File: config.mk
export PLATFORM = sky130hd
export DESIGN_NAME = reg64_wr_arb
export DESIGN_NICKNAME = d
export VERILOG_FILES = /design/src/rtl/reg64_wr_arb.sv
export SDC_FILE = /design/constraint.sdc
export NUM_CORES = 1
export LEC_CHECK = 0
export BUFFER_PORTS_ARGS = -buffer_cell sky130_fd_sc_hd__buf_2
export CAP_MARGIN = 20
export CORE_MARGIN = 10
export CORE_UTILIZATION = 25
export DETAILED_ROUTE_END_ITERATION = 6
export PLACE_DENSITY = 0.51
export SETUP_SLACK_MARGIN = 0.1
export SLEW_MARGIN = 10
export SYNTH_ARGS = -nofsm -noshare
export SYNTH_HDL_FRONTEND = slang
export SYNTH_SLANG_ARGS = --single-unit
File: constraint.sdc
create_clock -name clk -period 2.4 [get_ports clk]
set_input_delay 0.12 -clock clk [delete_from_list [all_inputs] [get_ports clk]]
set_output_delay 0.12 -clock clk [all_outputs]
set_load 0.05 [all_outputs]
File: src/rtl/reg64_wr_arb.sv
// reg64_wr_arb: write-port controller for a shared 64-bit register made of
// four 16-bit lanes. Two requesters are arbitrated round-robin. A requester
// may take an exclusive lock, which is dropped on request, when idle, or on
// timeout. Each winner's masked lanes are merged into a shadow copy of the
// register, so back-to-back writes never read a stale register value.
module reg64_wr_arb #(
    parameter int LOCK_MAX = 15,
    parameter int CNT_W    = 4
) (
    input  logic        clk,
    input  logic        rst,
    input  logic        req0,
    input  logic        req1,
    input  logic        lock0,
    input  logic        lock1,
    input  logic [63:0] data0,
    input  logic [63:0] data1,
    input  logic [3:0]  mask0,
    input  logic [3:0]  mask1,
    output logic [63:0] reg_d,
    output logic        reg_en,
    output logic        gnt0,
    output logic        gnt1,
    output logic [1:0]  owner,
    output logic        lock_to
);

    localparam int LANES  = 4;
    localparam int LANE_W = 16;

    localparam logic [CNT_W-1:0] CNT_LAST = CNT_W'(LOCK_MAX - 1);
    localparam logic [CNT_W-1:0] CNT_ONE  = CNT_W'(1);

    // Registered state. The shadow is the register's next contents and is
    // driven straight onto reg_d: it only changes on a committed write, which
    // is exactly when reg_d must carry the merged word.
    logic [63:0]      shadow_reg,  shadow_next;
    logic             reg_en_reg,  reg_en_next;
    logic [1:0]       gnt_reg,     gnt_next;
    logic [1:0]       owner_reg,   owner_next;
    logic             lock_to_reg, lock_to_next;
    logic [CNT_W-1:0] cnt_reg,     cnt_next;
    logic             last_reg,    last_next;   // index of last-served requester

    // Requester inputs gathered into indexable form.
    logic [1:0]  req_vec;
    logic [1:0]  lock_vec;
    logic [63:0] data_arr [2];
    logic [3:0]  mask_arr [2];

    assign req_vec     = {req1, req0};
    assign lock_vec    = {lock1, lock0};
    assign data_arr[0] = data0;
    assign data_arr[1] = data1;
    assign mask_arr[0] = mask0;
    assign mask_arr[1] = mask1;

    // Lock bookkeeping derived from the current owner.
    logic locked;
    logic own_idx;
    logic own_req;
    logic own_lock;
    logic rel_idle;
    logic rel_timeout;
    logic lock_held;

    assign locked      = |owner_reg;
    assign own_idx     = owner_reg[1];
    assign own_req     = req_vec[own_idx];
    assign own_lock    = lock_vec[own_idx];
    // An owner that neither requests nor holds lock gives the lock up.
    assign rel_idle    = locked && !own_req && !own_lock;
    // An owner without a win at the last counted edge loses the lock.
    assign rel_timeout = locked && !own_req && (cnt_reg == CNT_LAST);
    // Lock still in force for this edge's arbitration; a releasing edge
    // arbitrates as if unlocked so the other side can win immediately.
    assign lock_held   = locked && !rel_idle && !rel_timeout;

    // Winner selection: owner-only while locked, otherwise round-robin.
    logic [1:0] win_vec;

    // Pick at most one winner from the sampled requests.
    always_comb begin
        win_vec = 2'b00;
        if (lock_held) begin
            win_vec = owner_reg & req_vec;
        end else begin
            unique case (req_vec)
                2'b01:   win_vec = 2'b01;
                2'b10:   win_vec = 2'b10;
                2'b11:   win_vec = last_reg ? 2'b01 : 2'b10;
                default: win_vec = 2'b00;
            endcase
        end
    end

    logic        win_any;
    logic        win_idx;
    logic        win_lock;
    logic [3:0]  win_mask;
    logic [63:0] win_data;
    logic [63:0] merged;

    assign win_any  = |win_vec;
    assign win_idx  = win_vec[1];
    assign win_lock = lock_vec[win_idx];
    assign win_mask = mask_arr[win_idx];
    assign win_data = data_arr[win_idx];

    // Lane merge: enabled lanes come from the winner, the rest from shadow.
    genvar gi;
    generate
        for (gi = 0; gi < LANES; gi++) begin : g_lane
            assign merged[gi*LANE_W +: LANE_W] = win_mask[gi]
                ? win_data[gi*LANE_W +: LANE_W]
                : shadow_reg[gi*LANE_W +: LANE_W];
        end
    endgenerate

    // Next-state logic for the commit, the lock owner and the timeout counter.
    always_comb begin
        shadow_next  = shadow_reg;
        reg_en_next  = 1'b0;
        gnt_next     = win_vec;
        owner_next   = owner_reg;
        lock_to_next = rel_timeout;
        cnt_next     = cnt_reg;
        last_next    = last_reg;

        if (win_any) begin
            last_next = win_idx;
            if (|win_mask) begin
                shadow_next = merged;
                reg_en_next = 1'b1;
            end
        end

        // Releases first; a winner's own lock request then takes precedence,
        // so an owner re-winning with lock set simply renews it.
        if (rel_idle || rel_timeout) begin
            owner_next = 2'b00;
        end
        if (win_any) begin
            if (win_lock) begin
                owner_next = win_vec;
            end else if (owner_reg == win_vec) begin
                owner_next = 2'b00;
            end
        end

        // Counter measures edges since the owner's last win.
        if (owner_next == 2'b00 || win_any) begin
            cnt_next = '0;
        end else begin
            cnt_next = cnt_reg + CNT_ONE;
        end
    end

    // State and output registers; reset clears everything immediately.
    always_ff @(posedge clk or negedge rst) begin
        if (!rst) begin
            shadow_reg  <= '0;
            reg_en_reg  <= 1'b0;
            gnt_reg     <= 2'b00;
            owner_reg   <= 2'b00;
            lock_to_reg <= 1'b0;
            cnt_reg     <= '0;
            last_reg    <= 1'b1;
        end else begin
            shadow_reg  <= shadow_next;
            reg_en_reg  <= reg_en_next;
            gnt_reg     <= gnt_next;
            owner_reg   <= owner_next;
            lock_to_reg <= lock_to_next;
            cnt_reg     <= cnt_next;
            last_reg    <= last_next;
        end
    end

    assign reg_d   = shadow_reg;
    assign reg_en  = reg_en_reg;
    assign gnt0    = gnt_reg[0];
    assign gnt1    = gnt_reg[1];
    assign owner   = owner_reg;
    assign lock_to = lock_to_reg;

    // Grants are mutually exclusive by construction of win_vec.
    gnt_onehot_a: assert property (@(posedge clk) disable iff (!rst) !(gnt0 && gnt1));

endmodule

==> qor.txt <==
status = finished, final reports clean
Hold Vio Cnt, Final = 0
max incr delay on CP = 0.40 ns
Worst Setup Slack, final = 0.2434 ns
Seq/Total Area, Yosys = 51.12%
CTS root buffer = clkbuf_16
Critical Path AT = 2.36 ns
Rows = 44
placed cell count = 680
largest net degree at the start of global routing = 76
P_leak = 2.449 nW
Bufs and invs on worst path = 3
dpl cell area = 4898 µm²
P&R area growth vs syn = 44.65%
final setup TNS = 0 ns
Flop pwr share = 26.4%
Starting Density = 25.37%
first-pass GRT wire length = 20.87 mm
Switching Fraction = 47.03%
Yosys top cell by area = dfrtp_1
gr usage total = 12.96%
Slew Limit Fails = 0
crit-path leading delay family = simple AND/OR/NAND/NOR gates
Hold Path Class = in2reg
clock transition at the registers of the reported paths = 0.06 ns
Logic pwr share = 54.0%
peak fanout along the critical path = 22
commonest non-fill, non-tap cell in the layout = buf_2
CTS sink count = 75
core area = 14480 µm²
TritonRoute pass-1 iters = 4
crit path capture type = register
TritonCTS buffer count = 9
routed via count = 3348
die width = 141.2 µm
most used cell, CP = buf_12
fin util = 36.70%
worst-margin pin slew = 0.9571 ns
post-DP HPWL = 10.33 mm
Worst VDD drop = 0.5851 mV
Mapped Cells = 293
Rel. slew slack = 36.19%
Non-Filler Instances = 699
Final #Nets = 654
Worst-Skew Late Latency = 0.33 ns
vias in the first global route = 3779
power per cell area = 1549 nW/µm²
final WL = 13.43 mm
Routed WL per cell = 19.22 µm
#FFs+latches synth = 75
Fmax = 463.7 MHz
initial antenna violation count = 0
Overall Power = 8.231 mW
Buffers on Ports = 211
Critical Path Start Type = register
CTS tree = done
DIE HEIGHT = 141.2 µm
synth warn = 0
Initial DRC Count = 103
max FFs per register = 64
vias per inst = 4.790
ANT nets after route = 0
Final Setup Violations = 0
Critical Path RT = 2.61 ns
max-cap violation count = 0
top area cells in the synthesized netlist = dfrtp_1, o221a_2, or3_1
H-tree levels = 3
share of the synthesized area in the top cell type = 50.41%
post-synthesis net count = 437
Final period util = 89.86%
Int Pwr = 4.360 mW
Final Hold Slack = 0.05716 ns
Post-Place Worst Slack = 0.1605 ns
worst setup path class = reg2reg
Bufs on Longest Clock Path = 2
layout cells sized above 1 = 61.75%
Tmin final = 2.157 ns
Psw = 3.871 mW
Layout Skew = 0.006392 ns
power share of the clock group = 19.6%
# DRC = 0
slowest stage cell, crit path = dfrtp_1
global route overflow = 0
RSZ-0062 raised after global routing = false
IO Count = 212
die area = 19940 µm²
most frequent cells in the layout = buf_2, dfrtp_1, or3_1, o221a_2, buf_4
Mapped Area = 3674 µm²
Final Cell Area = 5314 µm²
Cell variety after synth = 40
Avg Cell Area, Syn = 12.54 µm²
worst-path cell chain = inv_1 -> ha_1 -> nand3_1 -> a221oi_4 -> buf_12 -> nor3b_4 -> buf_12 -> or3_1 -> o221a_2
gpl congestion = 0.8312
Ant. Diodes = 0
==> path summary, 6_finish.rpt <==
kind,cells past startpoint,slack (ns),start,end
max,9,0.24,cnt_reg[0],reg_d[37]
min,2,0.06,data0[60],reg_d[60]
max reg2reg,9,0.24,cnt_reg[0],reg_d[37]
min reg2reg,1,0.49,cnt_reg[0],cnt_reg[0]
max in group asynchronous,2,1.30,rst,reg_d[21]
min in group asynchronous,2,0.50,rst,cnt_reg[1]
==> layout make-up <==
type	count	area (µm²)
Fill cell	1473	9165
Sequential cell	75	1878
Multi-Input combinational cell	192	1614
Timing Repair Buffer	225	1204
Clock buffer	12	266.5
Tap cell	184	230.2
Clock inverter	4	95.09
Inverter	7	26.28
==> cell usage after synthesis <==
library cell	n
dfrtp_1	74
o221a_2	64
or3_1	64
nand2_1	10
inv_1	7
buf_4	6
buf_6	6
nor2_1	6
a21oi_1	5
o21ai_0	5
nor3b_4	4
and2_1	3
buf_2	3
clkbuf_1	3
nand3_1	3
a211oi_1	2
a21o_1	2
ha_1	2
o31ai_1	2
o41ai_1	2
a221oi_4	1
a31oi_1	1
and2_2	1
and3_1	1
and3b_1	1
buf_12	1
dfstp_2	1
mux2_2	1
nand2_4	1
nand2b_1	1
nand3b_1	1
nor2_4	1
nor2b_1	1
nor2b_2	1
o21a_1	1
o221ai_4	1
or2_1	1
or2b_1	1
xnor2_1	1
xor2_1	1
==> what timing repair did <==
action,4_1_cts,5_1_grt
hold endpoints to repair,15,0
setup endpoints to repair,0,46
setup buffers,0,2
gates resized for setup,0,2
hold buffers,1,0
==> logic make-up after synthesis <==
group / Yosys count / synth area share (%)
buf+inv: 26 / 5.041
fa+ha+maj: 2 / 0.6811
simple gates: 101 / 17.88
xor+xnor: 2 / 0.4769
mux: 1 / 0.3065
compound gates: 86 / 24.49
flops: 75 / 51.12
==> layer usage <==
metal | wire length [µm] | vias to the layer above | GRT usage (%)
met3 | 1107 | 13 | 5.106
met4 | 127 | 0 | 3.152
met2 | 6593 | 137 | 21.60
li1 | - | 1610 | -
met5 | 0 | - | 0
met1 | 5604 | 1588 | 15.21
==> power groups by stage <==
stage / Clock [mW] / Combinational (mW) / Sequential (mW)
floorplan: 0 / 1.36 / 4.17
global placement: 0 / 4.45 / 2.17
detailed placement: 0 / 4.47 / 2.18
CTS: 1.67 / 4.47 / 2.18
global route: 1.72 / 4.70 / 2.26
finish: 1.61 / 4.44 / 2.18
==> worst register-to-register path, cell delays in order, from the launching register on <==
cell,delay (ns)
dfrtp_1,0.40
inv_1,0.07
ha_1,0.15
nand3_1,0.17
a221oi_4,0.33
buf_12,0.22
nor3b_4,0.08
buf_12,0.17
or3_1,0.31
o221a_2,0.13
(Power assumes the default switching activity.)
